## config.mk

```make
export PLATFORM = sky130hd
export DESIGN_NAME = zombie_spawner
export DESIGN_NICKNAME = d
export VERILOG_FILES = /design/src/rtl/zombie_spawner.sv
export SDC_FILE = /design/constraint.sdc
export NUM_CORES = 1
export LEC_CHECK = 0
export ABC_AREA = 0
export BUFFER_PORTS_ARGS = -buffer_cell sky130_fd_sc_hd__buf_2
export CAP_MARGIN = 20
export CORE_MARGIN = 4
export CORE_UTILIZATION = 23
export CTS_BUF_LIST = sky130_fd_sc_hd__clkbuf_16
export CTS_CLUSTER_DIAMETER = 50
export DETAILED_ROUTE_END_ITERATION = 10
export PLACE_DENSITY = 0.38
export SETUP_SLACK_MARGIN = 0.4
export SLEW_MARGIN = 20
export SYNTH_ARGS = -nofsm -noshare
export SYNTH_HDL_FRONTEND = slang
export SYNTH_SLANG_ARGS = --single-unit
```

## constraint.sdc

```tcl
create_clock -name clk -period 2 [get_ports clk]
set_clock_uncertainty 0.2 [all_clocks]
set_input_delay 0.4 -clock clk [delete_from_list [all_inputs] [get_ports clk]]
set_output_delay 0.4 -clock clk [all_outputs]
set_load 0.01 [all_outputs]
```

## src/rtl/zombie_spawner.sv

```systemverilog
// Whack-a-zombie round controller: raises a pseudo-random zombie, judges button presses as hit or miss.
// Optional ZOMBIE_EARLY_PENALTY_EN: presses during the dark gap count as misses and restart the gap.
module zombie_spawner #(
   parameter logic [7:0]  LFSR_SEED = 8'hA5,
   parameter int unsigned WINDOW    = 16,
   parameter int unsigned GAP       = 4,
   parameter int unsigned ROUNDS    = 30
) (
   input  logic       clk,
   input  logic       rst,
   input  logic       start,
   input  logic [3:1] btn,
   output logic [2:0] zombie_led,
   output logic [7:0] score,
   output logic [7:0] misses,
   output logic       hit,
   output logic       miss,
   output logic       busy,
   output logic       done
);

   localparam int unsigned WIN_W = (WINDOW > 1) ? $clog2(WINDOW) : 1;
   localparam int unsigned GAP_W = (GAP > 1) ? $clog2(GAP) : 1;
   localparam logic [7:0]  SEED  = (LFSR_SEED == 8'h00) ? 8'h01 : LFSR_SEED;

   typedef enum logic [1:0] {S_IDLE, S_GAP, S_UP, S_DONE} state_t;

   state_t           state;
   logic [2:0]       btn_q;
   logic [7:0]       lfsr;
   logic [7:0]       round_cnt;
   logic [GAP_W-1:0] gap_cnt;
   logic [WIN_W-1:0] win_cnt;

   logic [2:0] press_c;
   logic       any_c;
   logic       single_c;
   logic       match_c;
   logic       fb_c;

   // Hole selection; the top code folds onto holes 3 or 1 to keep all three reachable.
   function automatic logic [2:0] pick_hole(input logic [7:0] l);
      logic [2:0] h;
      case (l[1:0])
         2'd0:    h = 3'b001;
         2'd1:    h = 3'b010;
         2'd2:    h = 3'b100;
         default: h = l[2] ? 3'b100 : 3'b001;
      endcase
      return h;
   endfunction

   always_comb begin
      press_c  = btn & ~btn_q;
      any_c    = |press_c;
      single_c = (press_c == 3'b001) || (press_c == 3'b010) || (press_c == 3'b100);
      match_c  = single_c && (press_c == zombie_led);
      fb_c     = lfsr[7] ^ lfsr[5] ^ lfsr[4] ^ lfsr[3];
   end

   always_ff @(posedge clk) begin
      if (!rst) begin
         state      <= S_IDLE;
         btn_q      <= 3'b000;
         lfsr       <= SEED;
         round_cnt  <= 8'd0;
         gap_cnt    <= '0;
         win_cnt    <= '0;
         zombie_led <= 3'b000;
         score      <= 8'd0;
         misses     <= 8'd0;
         hit        <= 1'b0;
         miss       <= 1'b0;
         busy       <= 1'b0;
         done       <= 1'b0;
      end else begin
         btn_q <= btn;
         lfsr  <= {lfsr[6:0], fb_c};
         hit   <= 1'b0;
         miss  <= 1'b0;
         case (state)
            S_IDLE, S_DONE: begin
               if (start) begin
                  state     <= S_GAP;
                  busy      <= 1'b1;
                  done      <= 1'b0;
                  score     <= 8'd0;
                  misses    <= 8'd0;
                  round_cnt <= 8'd0;
                  gap_cnt   <= '0;
               end
            end
            S_GAP: begin
`ifdef ZOMBIE_EARLY_PENALTY_EN
               if (any_c) begin
                  miss    <= 1'b1;
                  gap_cnt <= '0;
                  if (misses != 8'hFF) misses <= misses + 8'd1;
               end else
`endif
               if (gap_cnt == GAP_W'(GAP - 1)) begin
                  state      <= S_UP;
                  zombie_led <= pick_hole(lfsr);
                  win_cnt    <= '0;
               end else begin
                  gap_cnt <= gap_cnt + GAP_W'(1);
               end
            end
            S_UP: begin
               // A press in the last window cycle is judged by the press, not as a timeout.
               if (any_c || (win_cnt == WIN_W'(WINDOW - 1))) begin
                  if (match_c) begin
                     hit <= 1'b1;
                     if (score != 8'hFF) score <= score + 8'd1;
                  end else begin
                     miss <= 1'b1;
                     if (misses != 8'hFF) misses <= misses + 8'd1;
                  end
                  zombie_led <= 3'b000;
                  round_cnt  <= round_cnt + 8'd1;
                  gap_cnt    <= '0;
                  if (round_cnt + 8'd1 == 8'(ROUNDS)) begin
                     state <= S_DONE;
                     busy  <= 1'b0;
                     done  <= 1'b1;
                  end else begin
                     state <= S_GAP;
                  end
               end else begin
                  win_cnt <= win_cnt + WIN_W'(1);
               end
            end
            default: state <= S_IDLE;
         endcase
      end
   end

endmodule
```

# [After elaboration in Yosys (flattened, before gate mapping)]
# Index checks and enable logic that the tools add are counted.
[totals] register_bits=50 word_cells=104 out_inout_bits=23
[classes] add_sub_neg=5 eq_ne=24 mux=38 n_bitwise=5 n_reduce_logical=19
[ops] cell="8-bit two-way mux" count=8
[ops] cell="8-bit case mux with 2 select lines" count=3
[ops] cell="8-bit by 1-bit adder with 8-bit output (second input constant)" count=3
[ops] cell="2-bit inequality test (second input constant)" count=10
[ops] cell="3-bit AND reduction" count=6
[ops] cell="8-bit inequality test (second input constant)" count=2
[ops] cell="2-bit two-way mux" count=7
[ops] cell="2-bit case mux with 3 select lines" count=2
[ops] cell="5-bit AND reduction" count=2
[ops] cell="3-bit two-way mux" count=3
[ops] cell="3-bit case mux with 3 select lines" count=1
[ops] cell="2-bit == test (second input constant)" count=4
[ops] cell="8-bit by 5-bit == test with 1-bit output (second input constant)" count=1
[ops] cell="1-bit two-way mux" count=8
[ops] cell="4-bit two-way mux" count=2
[ops] cell="4-bit case mux with 2 select lines" count=1
[ops] cell="3-bit case mux with 2 select lines" count=1
[ops] cell="4-bit by 1-bit adder with 4-bit output (second input constant)" count=1
[ops] cell="2-bit by 1-bit == test with 1-bit output (second input constant)" count=2
[ops] cell="4-bit == test (second input constant)" count=1
[ops] cell="2-bit logical NOT" count=2
[ops] cell="1-bit case mux with 2 select lines" count=2
[ops] cell="4-bit AND reduction" count=1
[ops] cell="2-bit nonzero test" count=2
[ops] cell="12 further kinds" count=16

# [Logic depth before layout (Yosys ltp)]
# Gate-level depths: netlist of run 1.
[logic_depth] depth_word=9 ltp_mapped=9 ltp_nobuf=7

# [Worst setup path before layout of run 1]
# OpenSTA, ideal clock, no wires.
[synth_path] path_type="flip-flop to flip-flop" from="register score[0]" to="register score[7]" synth_period_minus_slack_ns=2.210 setup_time_ns=0.070 required_ns=1.730 path_stages_with_launch=7 setup_slack_ns=-0.210 path_buffers=0 arrival_time_ns=1.940 path_cell_list="dfxtp_1 ha_1 and3_4 a311o_1 o221a_1 or4_1 a21oi_1"
[synth_between] elab_chain_cells=5
[synth_lines] element="start: declaration" line_no="14" rtl="output logic [7:0] score,"
[synth_lines] element="start signal: assignment" line_no="114" rtl="if (score != 8'hFF) score <= score + 8'd1;"
[synth_lines] element="8-bit by 1-bit adder with 8-bit output" line_no="114"
[synth_lines] element="8-bit two-way mux" line_no="114"
[synth_lines] element="8-bit two-way mux" line_no="112" rtl="if (match_c) begin"
[synth_lines] element="8-bit two-way mux" line_no="111" rtl="if (any_c || (win_cnt == WIN_W'(WINDOW - 1))) begin"
[synth_lines] element="8-bit case mux with 2 select lines" line_no="81" rtl="case (state)"
# Several ways; a longest one is shown, not always the timed one. The select of a mux whose other input is x is not followed.
# A chain may end at the register's enable or synchronous reset.

# [Final worst setup path of run 1]
# Same ends and word-level chain as after synthesis.

==> out/qor.csv, run 1 <==
metric,value,unit
outcome,"complete, but fails checks",
failing checks,setup timing,
Detailed Route WL,7.96,mm
Cell Int Power,1.83,mW
vias in the first global route,2615,
Tmin final,2.08,ns
grt ovf,0,
Final TNS setup,-0.135,ns
remaining antenna violation count,0,
CP startpoint kind,register,
row cnt,39,
n_diodes,0,
die height,116,um
number of synthesized flops with an enable pin,0,
Clock Power Share,35.5,%
Achievable Freq,481,MHz
share of layout cells above drive strength 1,50.2,%
clk slew on worst S/H paths,0.07,ns
Switching Fraction,29.1,%
Worst EP arrival,2.11,ns
Synth area leader,dfxtp_1,
"Primary FF master, synth",dfxtp_1,
Synth Area in Compound Gates,18.9,%
Pleak,1.74,nW
Worst Max-Slew Pin Slew,0.345,ns
CTS sink cnt,50,
# IOs,29,
fill count,1155,
estimated wirelength of the detail-placed design,5.58,mm
"FFs w/ async S/R, synth",0,%
worst-path fanout max,3,
synth top area cells,"dfxtp_1, nand2_1, ha_1",
WHS,0.129,ns
final layout net count,422,
Post-synth top cells,"dfxtp_1, nand2_1, nor2_1",
GP Congestion,0.716,
total power,2.58,mW
Pre-antenna DRT Iters,4,
Synth Instances,309,
GRT Util Overall,12.5,%
initial antenna violation count,0,
synth warn,0,
Mapped Area,2680,um2
min setup slack post-route,-0.0804,ns
Pins Over Slew Limit,0,
Synth Area in Adders,4.20,%
CP Data Required Time,2.03,ns
simple-gate share of the synthesized area,28.3,%
mux cell area share after synthesis,4.95,%
Rel. slew slack,76.7,%
Worst Setup End Kind,register,
IO buf count,28,
pwr/cell area,600,nW/um2
hold crit path type,primary input to register,
clock buffer depth,2,
Reg power frac,40.3,%
post-synth net total,324,
hold-fix buffers at CTS,0,
max cap viols,0,
Net Switching,0.751,mW
Seq cells post-synth,50,
Root Driver,clkbuf_16,
die area,13400,um2
WL per Instance,14.4,um
Initial DRC Count,71,
number of remaining DRC errors,0,
post-synth top area share,37.4,%
post-synth cell types,62,
first-pass GRT wire length,13.2,mm
XOR/XNOR Fraction of Synth Area,2.29,%
Core Region,11400,um2
Logic pwr share,24.1,%
Via density,4.65,
H-tree levels,2,
Layout area overhead,60.6,%
final-report setup violation count,6,
register area,1030,um2
TritonCTS clock tree,built,
final worst path period share,104,%
initial core utilization,23.5,%
Skew-Pair Late Insertion Delay,0.30,ns
largest net degree at the start of global routing,22,
CTS buffer count,5,
final hold viol count,0,
VDD IR max,0.308,mV
top-count cell post-synth,dfxtp_1,
sequential area share after synthesis,37.4,%
die width,116,um
area of the multi-input gates,2020,um2
synthesized area per cell,8.67,um2
total number of vias,2564,
unrepaired setup endpoints after global routing,true,
largest family of logic cells by synthesized area,simple AND/OR/NAND/NOR gates,
WS Path Type,register to register,
==> state kept, by name, summed over array words and instances, names as in the netlist <==
signal	flops
btn_q	3
round_cnt	8
score	8
lfsr	8
zombie_led	3
hit	1
misses	8
miss	1
gap_cnt	2
done	1
busy	1
state	2
win_cnt	4
==> placed cells by master, fill, tap and decap left out, drive strengths merged, types with 5 or more instances in the layout <==
cell,netlist,layout
buf,5,107
dfxtp,50,50
nand2,31,31
nor2,20,20
nand3,18,18
nand2b,15,15
a21oi,14,14
inv,10,12
mux2i,11,11
and2,11,11
and3,9,9
ha,9,9
o21ai,9,9
nand4,7,7
a211oi,6,6
clkbuf,11,5
a21boi,5,5
==> power groups by stage <==
stage | combinational, mW | clock (mW) | sequential [mW]
2_1_floorplan | 0.255 | 0 | 1.07
3_3_place_gp | 0.407 | 0 | 1.07
3_5_place_dp | 0.408 | 0 | 1.07
4_1_cts | 0.583 | 0.966 | 1.04
5_1_grt | 0.670 | 0.990 | 1.04
6_report | 0.623 | 0.917 | 1.04
==> critical path, stage by stage, from the launching register on <==
cell and delay [ns]:
dfxtp_4 0.35, ha_4 0.15, and3_4 0.17, a311o_1 0.34, o221a_1 0.27, or4_1 0.39
a21oi_1 0.13
==> timing repair <==
item	CTS	global route
buffers inserted	21	5
cloned	1	0
gates resized for setup	63	22
pin swaps	38	12
setup endpoints to repair	39	39
==> metal layers <==
metal / track usage (%) / part of all wire (%) / vias to the layer above
li1: - / - / 1315
met1: 16.0 / 48 / 1217
met2: 20.7 / 48 / 25
met3: 3.19 / 2.7 / 7
met4: 4.18 / 1.3 / 0
met5: 0 / 0 / -
==> final timing paths <==
| path | start | to | slack [ns] | cells past startpoint |
|---|---|---|---|---|
| worst max-delay path | score[0] | score[7] | -0.08 | 6 |
| worst min-delay path | btn[1] | btn_q[0] | 0.13 | 2 |
| worst max register to register | score[0] | score[7] | -0.08 | 6 |
| worst min register to register | lfsr[6] | lfsr[7] | 0.21 | 1 |
==> metrics by stage <==
stage	setup WS (ns)	instances	utilization, %	instance area, um2
floorplan	-0.100	309	-	2970
global placement	-0.243	516	31.3	3570
detailed placement	-0.280	516	31.3	3570
CTS	-0.0785	546	36.4	4150
global route	-0.138	551	37.7	4300
finish	-0.0804	551	37.7	4300
==> cells by family (layout without fill, tap and decap cells) <==
kind of cell               Yosys count  in the layout
AOI/OAI and AO/OA                   68             68
muxes                               13             13
buffers and inverters               26            125
DFF                                 50             50
xor gates and xnor gates             7              7
adders and majority gates            9              9
and+or+nand+nor                    136            136
==> layout make-up <==
class / count / area share (%)
tap: 143 / 4.16
multi-input combinational: 233 / 47.0
clock inverter: 3 / 0.669
sequential: 50 / 23.9
timing repair buffer: 107 / 20.3
inverter: 10 / 0.989
clock buffer: 5 / 2.91
No activity file was read; power rests on OpenSTA's default activity.
==> run 2, diff against run 1 <==
--- a/config.mk
+++ b/config.mk
@@ -13,7 +13,7 @@
 export CTS_BUF_LIST = sky130_fd_sc_hd__clkbuf_16
 export CTS_CLUSTER_DIAMETER = 50
 export DETAILED_ROUTE_END_ITERATION = 10
-export PLACE_DENSITY = 0.38
+export PLACE_DENSITY = 0.37
 export SETUP_SLACK_MARGIN = 0.4
 export SLEW_MARGIN = 20
 export SYNTH_ARGS = -nofsm -noshare
==> constraint.sdc (replaced) <==
create_clock -name clk -period 2.2 [get_ports clk]
set_clock_uncertainty 0.2 [all_clocks]
set_input_delay 0.44 -clock clk [delete_from_list [all_inputs] [get_ports clk]]
set_output_delay 0.44 -clock clk [all_outputs]
set_load 0.01 [all_outputs]
==> out/qor.csv, run 2 (synthesis gave the netlist of run 1 again) <==
metric,value,unit,change
die width,116,um,unchanged
"commonest cells after routing, fill and taps aside","dfxtp_1, buf_4, nand2_1, buf_2, nor2_1",,
pwr/cell area,554,nW/um2,-7.7%
remaining antenna violation count,0,,unchanged
Logic pwr share,19.3,%,-4.8 points
max cap viols,0,,unchanged
worst-path fanout max,7,,+4
CTS sink cnt,50,,unchanged
Achievable Freq,479,MHz,-0.35%
initial antenna violation count,0,,unchanged
Worst Max-Slew Pin Slew,0.406,ns,+0.0611 ns
estimated wirelength of the detail-placed design,5.14,mm,-7.9%
outcome,finished clean,,
cells on worst reg2reg path,8,,+2
Hold Path End,btn_q[2],,
most frequent CP cell,buf_4,,
initial core utilization,23.5,%,unchanged
VDD IR max,0.281,mV,-8.7%
Rel. slew slack,72.9,%,-3.8 points
Reg power frac,43.4,%,+3.1 points
vias in the first global route,2413,,-7.7%
TritonCTS clock tree,built,,
r2r endpoint,score[4],,
n_diodes,0,,unchanged
met1 usage,14.4,%,-1.5 points
Cell Int Power,1.55,mW,-15%
Global Route met2 Usage,19.6,%,-1.0 points
WHS,0.186,ns,+0.0563 ns
Final TNS setup,0,ns,+0.135 ns
grt ovf,0,,unchanged
WS Path Type,register to register,,
Pleak,1.52,nW,-13%
IO buf count,28,,unchanged
Skew-Pair Late Insertion Delay,0.29,ns,about the same
share of layout cells above drive strength 1,42.3,%,-8.0 points
Switching Fraction,28.4,%,-0.72 points
die area,13400,um2,unchanged
GRT Util Overall,11.3,%,-1.3 points
global route hottest layer,met2,,
number of remaining DRC errors,0,,unchanged
Pins Over Slew Limit,0,,unchanged
row cnt,39,,unchanged
Hold Path Depth,2,,unchanged
largest net degree at the start of global routing,18,,-18%
hold crit path type,primary input to register,,
Root Driver,clkbuf_16,,
GP Congestion,0.713,,-0.36%
register area,1040,um2,+0.73%
Net Switching,0.614,mW,-18%
unrepaired setup endpoints after global routing,true,,
total number of vias,2475,,-3.5%
Worst EP arrival,2.07,ns,-0.04 ns
Worst path max stage delay,0.35,ns,-0.04 ns
first-pass GRT wire length,12.1,mm,-8.7%
Core Region,11400,um2,unchanged
CP Data Required Time,2.19,ns,+0.16 ns
Hold Crit Start,btn[3],,
Layout area overhead,45.9,%,
fill count,1220,,+5.6%
pre-CTS setup slack,-0.0451,ns,+0.234 ns
die height,116,um,unchanged
area of the multi-input gates,1920,um2,-4.9%
slowest library cell on the worst path,dfxtp_4,,
WL per Instance,13.9,um,-3.8%
met3 Resource Use GR,1.83,%,-1.4 points
Detailed Route WL,7.28,mm,-8.5%
CP startpoint kind,register,,
final hold viol count,0,,unchanged
clk slew on worst S/H paths,0.07,ns,about the same
H-tree levels,2,,unchanged
Clock Power Share,37.3,%,+1.8 points
Pre-antenna DRT Iters,4,,unchanged
min setup slack post-route,0.112,ns,+0.193 ns
worst reg2reg setup slack,0.11,ns,+0.19 ns
Worst Setup End Kind,register,,
# IOs,29,,unchanged
CTS buffer count,5,,unchanged
hold-fix buffers at CTS,0,,unchanged
final worst path period share,94.9,%,-9.1 points
final layout net count,395,,-6.4%
clock buffer depth,2,,unchanged
R2R Path Start,score[0],,
Initial DRC Count,73,,+2.8%
Tmin final,2.09,ns,+0.00723 ns
final-report setup violation count,0,,-6
Via density,4.72,,+1.5%
critical-path cell list,ha_4 > and3_4 > a311o_1 > buf_4 > o221ai_4 > buf_4 > and3_1 > o21ai_1,,
[run 2: cell types whose count changed in the layout (fill, tap and decap cells not counted), moves of 3 or more]
| cell | previous run | this run |
|---|---|---|
| a21oi_1 | 3 | 6 |
| o21ai_2 | 3 | 0 |
| buf_12 | 4 | 1 |
| dfxtp_2 | 10 | 4 |
| buf_6 | 15 | 12 |
| dfxtp_4 | 4 | 8 |
| o21ai_1 | 2 | 5 |
| nand3_4 | 4 | 1 |
| nand2_4 | 4 | 0 |
| a21boi_0 | 0 | 3 |
| buf_4 | 57 | 38 |
[run 2: critical path, delay by kind of cell, from the launching register on]
| kind | cells | cell delay (ns) |
|---|---|---|
| AOI/OAI and AO/OA | 3 | 0.63 |
| DFF | 1 | 0.35 |
| buffers and inverters | 2 | 0.33 |
| and+or+nand+nor | 2 | 0.32 |
| adders and majority gates | 1 | 0.15 |
[run 2: what timing repair did]
action                                  in CTS  in global routing
endpoints found under the setup margin      37                 33
pin swaps                                   18                 16
setup buffers                               16                 10
gates cloned                                 1                  0
gates resized for setup                     40                 41
[run 2: stage by stage]
| step | utilization (%) | cell area (um2) | cells | power, mW |
|---|---|---|---|---|
| 5_1_grt | 34.2 | 3910 | 524 | 2.27 |
| 6_report | 34.2 | 3910 | 524 | 2.17 |
| 3_3_place_gp | 28.5 | 3260 | 489 | 1.28 |
| 2_1_floorplan | - | 2860 | 309 | 1.18 |
| 4_1_cts | 32.2 | 3670 | 514 | 2.17 |
| 3_5_place_dp | 28.5 | 3260 | 489 | 1.28 |
[run 2: worst max-delay path by stage]
stage / start / end / slack (ns) / depth (start not counted)
2_1_floorplan: score[0] / score[7] / 0.1 / 6
3_3_place_gp: btn[2] / score[1] / -0.03 / 7
3_5_place_dp: btn[2] / score[1] / -0.05 / 7
4_1_cts: score[0] / score[2] / 0.09 / 7
5_1_grt: score[0] / score[7] / 0.03 / 6
6_report: score[0] / score[4] / 0.11 / 8
[run 2: layout make-up]
class	count	area share, %
inverter	10	0.961
multi-input combinational	234	49.2
clock buffer	5	3.20
tap	143	4.58
sequential	50	26.5
clock inverter	3	0.640
timing repair buffer	79	14.9
[run 2: layer usage]
metal	vias to the layer above	part of all wire (%)	wire [um]
met5	-	0	0
met3	5	2.0	146
met4	0	0.89	65
li1	1264	-	-
met2	28	49	3600
met1	1178	48	3470
[run 2: power groups by stage]
stage	Combinational [mW]	Sequential (mW)	Clock, mW
3_5_place_dp	0.305	0.971	0
6_report	0.417	0.940	0.809
4_1_cts	0.377	0.947	0.844
5_1_grt	0.452	0.945	0.875
3_3_place_gp	0.305	0.972	0
2_1_floorplan	0.213	0.969	0
==> run 3, diff against run 2 <==
--- a/config.mk
+++ b/config.mk
@@ -13,7 +13,7 @@
 export CTS_BUF_LIST = sky130_fd_sc_hd__clkbuf_16
 export CTS_CLUSTER_DIAMETER = 50
 export DETAILED_ROUTE_END_ITERATION = 10
-export PLACE_DENSITY = 0.37
+export PLACE_DENSITY_LB_ADDON = 0.1
 export SETUP_SLACK_MARGIN = 0.4
 export SLEW_MARGIN = 20
 export SYNTH_ARGS = -nofsm -noshare
==> out/qor.csv, run 3 (synthesis gave the netlist of run 1 again) <==
metric,value,unit,change
number of remaining DRC errors,0,,unchanged
IO buf count,28,,unchanged
largest net degree at the start of global routing,17,,-1
Worst Setup End Kind,register,,
remaining antenna violation count,0,,unchanged
Area after DPL,3260,um2,+0.23%
met3 routed WL,192,um,+32%
Tmin final,2.09,ns,-0.00239 ns
total number of vias,2503,,+1.1%
TritonCTS clock tree,built,,
Core Region,11400,um2,unchanged
row cnt,39,,unchanged
Placed Cells,490,,+0.20%
outcome,finished clean,,
Non-Filler Instances,526,,+0.38%
vias in the first global route,2462,,+2.0%
share of layout cells above drive strength 1,39.7,%,-2.6 points
CTS sink cnt,50,,unchanged
GP Congestion,0.731,,+2.5%
final layout net count,397,,+0.51%
"commonest cells after routing, fill and taps aside","buf_4, dfxtp_1, nand2_1",,
Initial DRC Count,74,,+1.4%
WS Path Type,register to register,,
Via density,4.76,,+0.75%
hold-fix buffers at CTS,0,,unchanged
wl on met1,3.57,mm,+2.9%
CP Data Required Time,2.22,ns,+0.03 ns
final-report setup violation count,0,,unchanged
CP startpoint kind,register,,
clock buffer depth,2,,unchanged
max cap viols,0,,unchanged
# IOs,29,,unchanged
VDD IR max,0.303,mV,+7.8%
H-tree levels,2,,unchanged
hold crit path type,primary input to register,,
die height,116,um,unchanged
Skew-Pair Late Insertion Delay,0.29,ns,about the same
Pins Over Slew Limit,0,,unchanged
top layer reached by signal wires,met4,,
met2 WL,3.79,mm,+5.5%
initial antenna violation count,0,,unchanged
final hold viol count,0,,unchanged
grt ovf,0,,unchanged
worst-path fanout max,3,,-4
initial core utilization,23.5,%,unchanged
Finished Cell Area,3910,um2,unchanged
Pre-antenna DRT Iters,4,,unchanged
Detailed Route WL,7.67,mm,+5.4%
total power,2.24,mW,+3.6%
Rel. slew slack,72.4,%,-0.56 points
Root Driver,clkbuf_16,,
first-pass GRT wire length,12.5,mm,+3.6%
Final TNS setup,0,ns,unchanged
Layout area overhead,45.9,%,unchanged
fill count,1200,,-1.6%
die area,13400,um2,unchanged
fin util,34.2,%,unchanged
n_diodes,0,,unchanged
CTS buffer count,5,,unchanged
Worst EP arrival,2.11,ns,+0.04 ns
clk slew on worst S/H paths,0.07,ns,about the same
"most common cell after layout, fill and taps aside",buf_4,,
Pleak,1.53,nW,+0.65%
pwr/cell area,574,nW/um2,+3.6%
die width,116,um,unchanged
WL per Instance,14.6,um,+5.0%
GRT Util Overall,11.8,%,+0.50 points
Achievable Freq,480,MHz,+0.11%
worst reg2reg setup slack,0.11,ns,about the same
estimated wirelength of the detail-placed design,5.31,mm,+3.4%
unrepaired setup endpoints after global routing,true,,
final worst path period share,94.8,%,-0.11 points
Worst Max-Slew Pin Slew,0.404,ns,-0.00205 ns
[run 3: cell count changes in the layout (fill, tap and decap cells not counted), moves of 3 or more]
cell	delta
o21ai_1	-3
buf_6	-6
buf_4	+6
a21oi_2	-3
o21ai_0	+3
[run 3: routing by layer]
metal	vias up	global-route usage, %
li1	1265	-
met1	1199	15.4
met2	33	19.3
met3	6	2.45
met4	0	4.02
met5	-	0
[run 3: through the flow]
stage | hold slack [ns] | setup slack [ns]
4_1_cts | 0.173 | 0.126
3_5_place_dp | 0.198 | -0.0836
5_1_grt | 0.192 | 0.0325
3_3_place_gp | 0.192 | -0.0738
2_1_floorplan | 0.186 | 0.0999
6_report | 0.182 | 0.115
[run 3: worst max-delay path, cell delays in order (launching register included)]
cell	delay, ns
dfxtp_4	0.35
ha_4	0.15
and3_4	0.15
a311o_1	0.34
o221a_1	0.28
or4_1	0.40
a21oi_1	0.15
[run 3: final cells by class]
cell class / count / area [um2] / share of cell area (%)
Multi-Input combinational cell: 235 / 1920 / 49.2
Sequential cell: 50 / 1030 / 26.4
Timing Repair Buffer: 80 / 573 / 14.7
Tap cell: 143 / 179 / 4.58
Clock buffer: 5 / 125 / 3.20
Clock inverter: 3 / 40.0 / 1.02
Inverter: 10 / 37.5 / 0.961
[run 3: report_power, final]
group / switching (mW) / total (mW) / internal (mW)
logic: 0.215 / 0.411 / 0.196
clock network: 0.353 / 0.886 / 0.533
registers: 0.0184 / 0.945 / 0.927
total: 0.586 / 2.24 / 1.66
[run 3: timing repair]
action,4_1_cts,5_1_grt
pin swaps,16,18
gates resized for setup,44,20
setup buffers,21,5
cloned,2,0
endpoints found under the setup margin,37,37
[run 3: worst paths after layout]
path	start	end	cells past startpoint
max	score[0]	score[7]	6
min	btn[1]	btn_q[0]	2
max reg2reg	score[0]	score[7]	6
min reg2reg	lfsr[6]	lfsr[7]	1
